==> config.mk <==
export PLATFORM = sky130hd
export DESIGN_NAME = gf16_matmul
export DESIGN_NICKNAME = d
export VERILOG_FILES = /design/src/rtl/gfmm_pkg.sv /design/src/rtl/gf16_mul.sv /design/src/rtl/gf16_matmul.sv
export SDC_FILE = /design/constraint.sdc
export NUM_CORES = 1
export LEC_CHECK = 0
export BUFFER_PORTS_ARGS = -buffer_cell sky130_fd_sc_hd__buf_4
export CORE_MARGIN = 4
export CORE_UTILIZATION = 35
export DETAILED_ROUTE_END_ITERATION = 12
export PLACE_DENSITY = 0.52
export SLEW_MARGIN = 0
export SYNTH_ARGS = -nofsm -noshare
export SYNTH_HDL_FRONTEND = slang
export SYNTH_SLANG_ARGS = --single-unit
==> constraint.sdc <==
create_clock -name clk -period 3.2 [get_ports clk]
set_clock_uncertainty 0.1 [all_clocks]
set_input_delay 0.64 -clock clk [delete_from_list [all_inputs] [get_ports clk]]
set_output_delay 0.64 -clock clk [all_outputs]
set_load 0.02 [all_outputs]
==> src/rtl/gfmm_pkg.sv <==
// rtl/gfmm_pkg.sv - shared types and constants for the GF(2^4) 2x2 matrix multiplier
package gfmm_pkg;

  typedef enum logic [1:0] {
    IDLE = 2'd0,
    MAC  = 2'd1,
    DONE = 2'd2
  } state_t;

  // x^4 + x + 1
  localparam logic [4:0] GF_POLY   = 5'h13;
  localparam int         NUM_TERMS = 8;
  localparam int         K_W       = $clog2(NUM_TERMS);

  typedef logic [3:0] gf_elem_t;

endpackage

==> src/rtl/gf16_mul.sv <==
// rtl/gf16_mul.sv - combinational GF(2^4) multiplier, reduced by GF_POLY
// Ports:
//   a, b : in  4-bit field elements
//   p    : out 4-bit product a*b mod GF_POLY
module gf16_mul
  import gfmm_pkg::*;
(
  input  gf_elem_t a,
  input  gf_elem_t b,
  output gf_elem_t p
);

  logic [6:0] clmul;
  logic [6:0] red;

  always_comb begin
    clmul = '0;
    for (int i = 0; i < 4; i++) begin
      if (b[i]) clmul = clmul ^ ({3'b000, a} << i);
    end
    // Fold the high terms down from the top so each step clears one bit.
    red = clmul;
    for (int i = 6; i >= 4; i--) begin
      if (red[i]) red = red ^ ({2'b00, GF_POLY} << (i - 4));
    end
    p = red[3:0];
  end

endmodule

==> src/rtl/gf16_matmul.sv <==
// rtl/gf16_matmul.sv - sequential 2x2 matrix product over GF(2^4), one term per cycle
// Ports:
//   clk               : in  system clock, rising edge
//   RST               : in  asynchronous active-high reset
//   math_time         : in  start request
//   A00..A11, B00..B11: in  operand matrices, captured on an accepted start
//   C00..C11          : out registered product C = A x B, held until next valid
//   busy              : out high while the FSM is not IDLE
//   valid             : out one-cycle pulse when C is updated
//   err               : out one-cycle pulse when a start is rejected while busy
//   Cpar              : out XOR of all C bits (only with GFMM_PARITY_EN defined)
module gf16_matmul
  import gfmm_pkg::*;
(
  input  logic       clk,
  input  logic       RST,
  input  logic       math_time,
  input  logic [3:0] A00,
  input  logic [3:0] A01,
  input  logic [3:0] A10,
  input  logic [3:0] A11,
  input  logic [3:0] B00,
  input  logic [3:0] B01,
  input  logic [3:0] B10,
  input  logic [3:0] B11,
  output logic [3:0] C00,
  output logic [3:0] C01,
  output logic [3:0] C10,
  output logic [3:0] C11,
  output logic       busy,
  output logic       valid,
  output logic       err
`ifdef GFMM_PARITY_EN
  ,
  output logic       Cpar
`endif
);

  state_t              state;
  state_t              state_next;
  logic [K_W-1:0]      k;
  gf_elem_t [1:0][1:0] a_q;
  gf_elem_t [1:0][1:0] b_q;
  gf_elem_t [3:0]      acc;
  gf_elem_t            mul_a;
  gf_elem_t            mul_b;
  gf_elem_t            mul_p;

  assign busy = (state != IDLE);

  // Term k: C[k[2]][k[1]] += A[k[2]][k[0]] * B[k[0]][k[1]].
  // The accumulator index is therefore k[2:1] in C00,C01,C10,C11 order.
  assign mul_a = a_q[k[2]][k[0]];
  assign mul_b = b_q[k[0]][k[1]];

  gf16_mul u_mul (
    .a (mul_a),
    .b (mul_b),
    .p (mul_p)
  );

  always_ff @(posedge clk or posedge RST) begin
    if (RST) state <= IDLE;
    else     state <= state_next;
  end

  always_comb begin
    state_next = state;
    case (state)
      IDLE:    if (math_time) state_next = MAC;
      MAC:     if (k == K_W'(NUM_TERMS - 1)) state_next = DONE;
      DONE:    state_next = IDLE;
      default: state_next = IDLE;
    endcase
  end

  always_ff @(posedge clk or posedge RST) begin
    if (RST) begin
      k     <= '0;
      a_q   <= '0;
      b_q   <= '0;
      acc   <= '0;
      C00   <= '0;
      C01   <= '0;
      C10   <= '0;
      C11   <= '0;
      valid <= 1'b0;
      err   <= 1'b0;
    end else begin
      valid <= 1'b0;
      // DONE counts as busy, so a start on the result-load edge is rejected too.
      err   <= math_time && (state != IDLE);
      case (state)
        IDLE: begin
          if (math_time) begin
            a_q[0][0] <= A00;
            a_q[0][1] <= A01;
            a_q[1][0] <= A10;
            a_q[1][1] <= A11;
            b_q[0][0] <= B00;
            b_q[0][1] <= B01;
            b_q[1][0] <= B10;
            b_q[1][1] <= B11;
            acc       <= '0;
            k         <= '0;
          end
        end
        MAC: begin
          acc[k[2:1]] <= acc[k[2:1]] ^ mul_p;
          k           <= k + 1'b1;
        end
        DONE: begin
          C00   <= acc[0];
          C01   <= acc[1];
          C10   <= acc[2];
          C11   <= acc[3];
          valid <= 1'b1;
        end
        default: ;
      endcase
    end
  end

`ifdef GFMM_PARITY_EN
  always_ff @(posedge clk or posedge RST) begin
    if (RST)                Cpar <= 1'b0;
    else if (state == DONE) Cpar <= ^acc;
  end
`endif

endmodule

* After elaboration in Yosys (flattened, before gate mapping)
Cells that the tools add are included.
** Word-level totals
- Bits in registers :: 71
- Input port bits :: 35
- Output and inout port bits :: 19
- Logic and storage cells :: 74
** Cells by class
- Add/sub/neg operators :: 1
- $lt $le $gt $ge :: 5
- Eq/ne operators :: 5
- Mux-type cells :: 28
- Bitwise logic cells :: 7
- Reduce and logical (&&, ||, !) cells :: 8
** Operator list (number)
- $mux W4 :: 8
- $mux W8 :: 4
- $pmux W16 S2 :: 1
- $mux W7 :: 3
- $bwmux W16 :: 1
- $mux W16 :: 1
- $bmux W4 S2 :: 1
- $demux W4 S2 :: 1
- $xor A7 B5 Y7 :: 1
- $xor A7 B6 Y7 :: 1
- $xor A7 B7 Y7 :: 1
- $lt A1 B2 Y1 const B :: 3
- $mux W2 :: 3
- $mux W3 :: 2
- $not A2 Y2 :: 3
- $pmux W3 S2 :: 1
- $reduce_and A2 Y1 :: 3
- $ne A2 B2 Y1 const B :: 2
- $pmux W2 S2 :: 1
- $reduce_bool A2 Y1 :: 2
- $xor A4 B4 Y4 :: 1
- $add A3 B1 Y3 const B :: 1
- $eq A3 B3 Y1 const B :: 1
- $lt A2 B3 Y1 const B :: 1
- 6 further kinds :: 7

* Longest topological paths before layout
- Word-level depth :: 20
- Mapped depth :: 7
- Depth with buffers taken out :: 6

* Cells and area by module
Synthesis repeated with hierarchy kept, for this count alone.
** Unflattened totals
- Cell total of the unflattened synthesis :: 247
- Area, all modules :: 3410.8 um2
** By module, submodules not included
- gf16_matmul :: times used 1, cells an instance 209, area an instance 3148.0 um2, seq. area each 1776.7 um2
- gf16_mul :: times used 1, cells an instance 38, area an instance 262.8 um2, seq. area each 0.0 um2

* Worst setup path after synthesis
Ideal clock, no wire load.
- Path type :: register to register
- From :: reg k[0]
- To :: reg acc[1] (netlist name)
- Setup time :: 126 ps
- Arrival time :: 1973 ps
- Required time :: 2974 ps
- Setup slack :: 1001 ps
- Cell stages (with the launch flop) :: 8
- Buffers on the path :: 1
- Clock period less this slack :: 2199 ps
- Path through :: dfrtp_1 > buf_6 > mux4_2 > nand2_2 > xor2_2 > xnor3_1 > xnor2_2 > o21ai_1
** Between the ends
- Word-level cells in the longest chain between the ends :: 19
- Elaborated cells between the ends (all ways) :: 21
- Those cells by class :: mux (15); bitwise (6)
** Ends and longest elaborated chain
- start, declared :: RTL line gf16_matmul.sv:41 : logic [K_W-1:0] k;
- start signal, assigned :: RTL line gf16_matmul.sv:110 : k <= k + 1'b1;
- $mux W8 (not written as such) (2 in a row) :: RTL line gf16_matmul.sv:54 : assign mul_b = b_q[k[0]][k[1]];
- $mux W4 (not written as such) (2 in a row) :: RTL line gf16_matmul.sv:54
- $mux W4 :: RTL line gf16_mul.sv:19 : if (b[i]) clmul = clmul ^ ({3'b000, a} << i);
- $xor A7 B5 Y7 :: RTL line gf16_mul.sv:19
- $mux W7 :: RTL line gf16_mul.sv:19
- $xor A7 B6 Y7 :: RTL line gf16_mul.sv:19
- $mux W7 :: RTL line gf16_mul.sv:19
- $xor A7 B7 Y7 :: RTL line gf16_mul.sv:19
- $mux W7 * :: RTL line gf16_mul.sv:19
- $mux W4 :: RTL line gf16_mul.sv:24 : if (red[i]) red = red ^ ({2'b00, GF_POLY} << (i - 4));
- $not A2 Y2 (no source line)
- $mux W3 :: RTL line gf16_mul.sv:24
- $not A2 Y2 (no source line)
- $mux W2 * :: RTL line gf16_mul.sv:24
- $xor A4 B4 Y4 * :: RTL line gf16_matmul.sv:109 : acc[k[2:1]] <= acc[k[2:1]] ^ mul_p;
- $bwmux W16 * :: RTL line gf16_matmul.sv:109
- $pmux W16 S2 * :: RTL line gf16_matmul.sv:93 : case (state)
- end signal, assigned by index :: RTL line gf16_matmul.sv:109
- end, declared :: RTL line gf16_matmul.sv:44 : gf_elem_t [3:0] acc;
Mark *: on every way between the ends. The rest lies on a longest branch, timed or not. The select of a mux whose other input is x is not followed.
A chain may end at the register's enable or synchronous reset.

* Worst setup path after layout
Same ends and word-level chain as after synthesis.

==> results.txt <==
GRT met2 Usage = 0.186
Post-CTS Setup Inserts = 0
clock-pin slew on the worst setup and hold paths = 70 ps
CP endpoint kind = flop
routed vias = 1960
hold buffer count at cts = 0
CP arrival = 2650 ps
Final Total Pwr = 0.00502 W
routed wire length = 6.28 mm
post-synthesis instance area = 3230 sq um
clock share of power = 0.156
Switch Pwr = 0.00189 W
Mapped Avg Cell Area = 14.0 sq um
setup total negative slack = 0 ps
cell count after synthesis = 231
slowest stage cell, crit path = dfrtp_1
Max stage delay on crit path = 650 ps
VDD IR-drop max = 0.000435 V
largest net degree at the start of global routing = 44
cts bufs inserted = 9
post-placement worst setup slack = 640 ps
Root Buffer = clkbuf_8
Cell Int Power = 0.00313 W
grt total ovfl = 0
DRT Pass-1 Iters = 4
Crit Path Max Fanout = 11
FF-to-FF path depth = 6
total track usage = 0.122
fin worst setup slack = 664 ps
leakage dissipation = 1.84 nW
WS Path Type = reg -> reg
Die Area = 10800 sq um
Die X = 104 um
Yosys cell types = 29
CP cell instances = mux4_2 -> nand2_2 -> xor2_2 -> xnor3_1 -> xnor2_2 -> o21ai_1
family with the most delay on the worst path = XOR/XNOR gates
CTS tree = yes
Hold WC Path Type = in -> async
Tightest Pin Transition = 788 ps
Slew Limit Fails = 0
most frequent cells in the layout = dfrtp_1 (71), buf_4 (56), mux2_2 (48)
PwrDens = 1260 nW/um^2
FF-to-FF End = acc[1]
Setup crit start = k[0]
Max Clock Freq = 394 MHz
gr busiest metal = met2
Crit. path cell count = 6
RR Startpoint = k[0]
CTS sink cnt = 71
Req. time, crit path = 3320 ps
post-CTS sizing = 0
Critical path buffers and inverters = 0
Yosys warnings = 0
initial antenna violation count = 0
Vias per Instance = 4.89
status = completed
Hold Violations, Final = 0
Core Area = 8850 sq um
met1 Usage GRT = 0.158
DP Cell Count = 385
final setup fails = 0
non-filler cells, final = 401
DR WL/cell = 15.7 um
Die H = 104 um
layout cells sized above 1 = 0.461
1st-iter DRT viols = 63
port buffer count = 53
final worst-path cycle share = 0.793
ant diodes = 0
unrepaired setup endpoints after global routing = no
synthesized flop and latch total = 71
DRC violations left = 0
met3 Use GR = 0.0515
GPL Wtd Cong = 0.768
NumNets Final = 325
first-pass GRT wire length = 10.4 mm
Tmin final = 2540 ps
post-route ant nets = 0
clk buf depth = 2
Layout area overhead = 23.2%
H-tree levels = 3
register share of total power = 0.323
Comb power frac = 0.521
crit path launch type = flop
io pins = 54
max cap viols = 0
commonest non-fill, non-tap cell in the layout = dfrtp_1
vias in the first global route = 2054
Worst slew margin = 0.473
flop2flop setup slack = 660 ps
Worst-Skew Late Latency = 340 ps
Sw Share = 0.376
CP endpoint = acc[1]
Rows = 34
Initial Utilization = 0.365
Seq/Total Area, Yosys = 0.551
syn_nets = 268
detailed-placement wirelength estimate = 4.56 mm
[logic make-up (layout without fill, tap and decap cells)]
logic type,after synthesis,in the layout,synth area share
AO/OA/AOI/OAI,21,21,0.0357
XOR/XNOR,19,19,0.0651
adder cells (fa/ha/maj),2,2,0.00775
buffers and inverters,13,75,0.0182
flip-flops,71,71,0.551
multiplexers,60,60,0.257
AND/OR/NAND/NOR,45,45,0.0655
[Yosys cell counts]
cell type,instances,area share
xor2_1,5,0.014
ha_1,2,0.0078
nor2b_1,2,0.0039
mux4_1,5,0.041
nand2_1,18,0.021
inv_1,2,0.0023
clkbuf_1,7,0.0081
nand3_1,17,0.026
o21ai_0,9,0.014
mux4_2,7,0.049
nand3b_1,1,0.0023
xnor2_2,3,0.015
buf_1,1,0.0012
xnor2_1,9,0.024
nor2_1,2,0.0023
mux2_2,48,0.17
o21bai_1,1,0.0023
xnor3_1,1,0.0070
nand2_2,1,0.0019
xor2_2,1,0.0050
nand2b_1,1,0.0019
and2_1,2,0.0039
dfrtp_1,71,0.55
or3_1,1,0.0019
a21oi_1,1,0.0015
o21ai_1,8,0.012
a22o_1,2,0.0054
buf_2,2,0.0031
buf_6,1,0.0035
[state kept, by name, indices dropped and copies added (netlist names)]
name	count
a_q	16
C01	4
valid	1
acc	16
b_q	16
C11	4
C00	4
state	2
C10	4
k	3
err	1
[cell type report]
class,instances,area [sq um]
flip-flops and latches,71,1780
repair buffers,57,440
clock inverters,6,83.8
fillers,843,4870
inverters,2,7.51
well taps,108,135
clock buffers,10,138
multi-input cells,147,1390
[metal layers]
layer	vias up	routed length (um)
li1	941	-
met1	962	2960
met2	51	2900
met3	6	355
met4	0	63
met5	-	0
[worst register-to-register path, stage by stage (launching register included)]
cell and delay (ps):
dfrtp_1 650, mux4_2 620, nand2_2 130, xor2_2 130
xnor3_1 440, xnor2_2 220, o21ai_1 110
[worst min path at each step]
stage	endpoint	slack (ps)	cells past startpoint
detailed placement	a_q[9]	390	1
global route	C10[2]	320	2
CTS	C11[1]	290	2
finish	C10[2]	290	2
global placement	b_q[4]	380	1
floorplan	a_q[4]	370	1
[per-stage QoR]
stage | hold slack, ps | area, sq um | utilization
3_3_place_gp | 382 | 3750 | 0.424
5_1_grt | 322 | 3980 | 0.449
4_1_cts | 294 | 3980 | 0.449
2_1_floorplan | 370 | 3230 | -
6_report | 287 | 3980 | 0.449
3_5_place_dp | 390 | 3750 | 0.424
[power groups by stage]
stage | registers (W) | clock network [W] | logic, W
floorplan | 0.00160 | 0 | 0.00208
global placement | 0.00165 | 0 | 0.00259
detailed placement | 0.00166 | 0 | 0.00263
CTS | 0.00164 | 0.000813 | 0.00264
global route | 0.00169 | 0.000849 | 0.00285
finish | 0.00162 | 0.000783 | 0.00262
(Power assumes the default switching activity.)
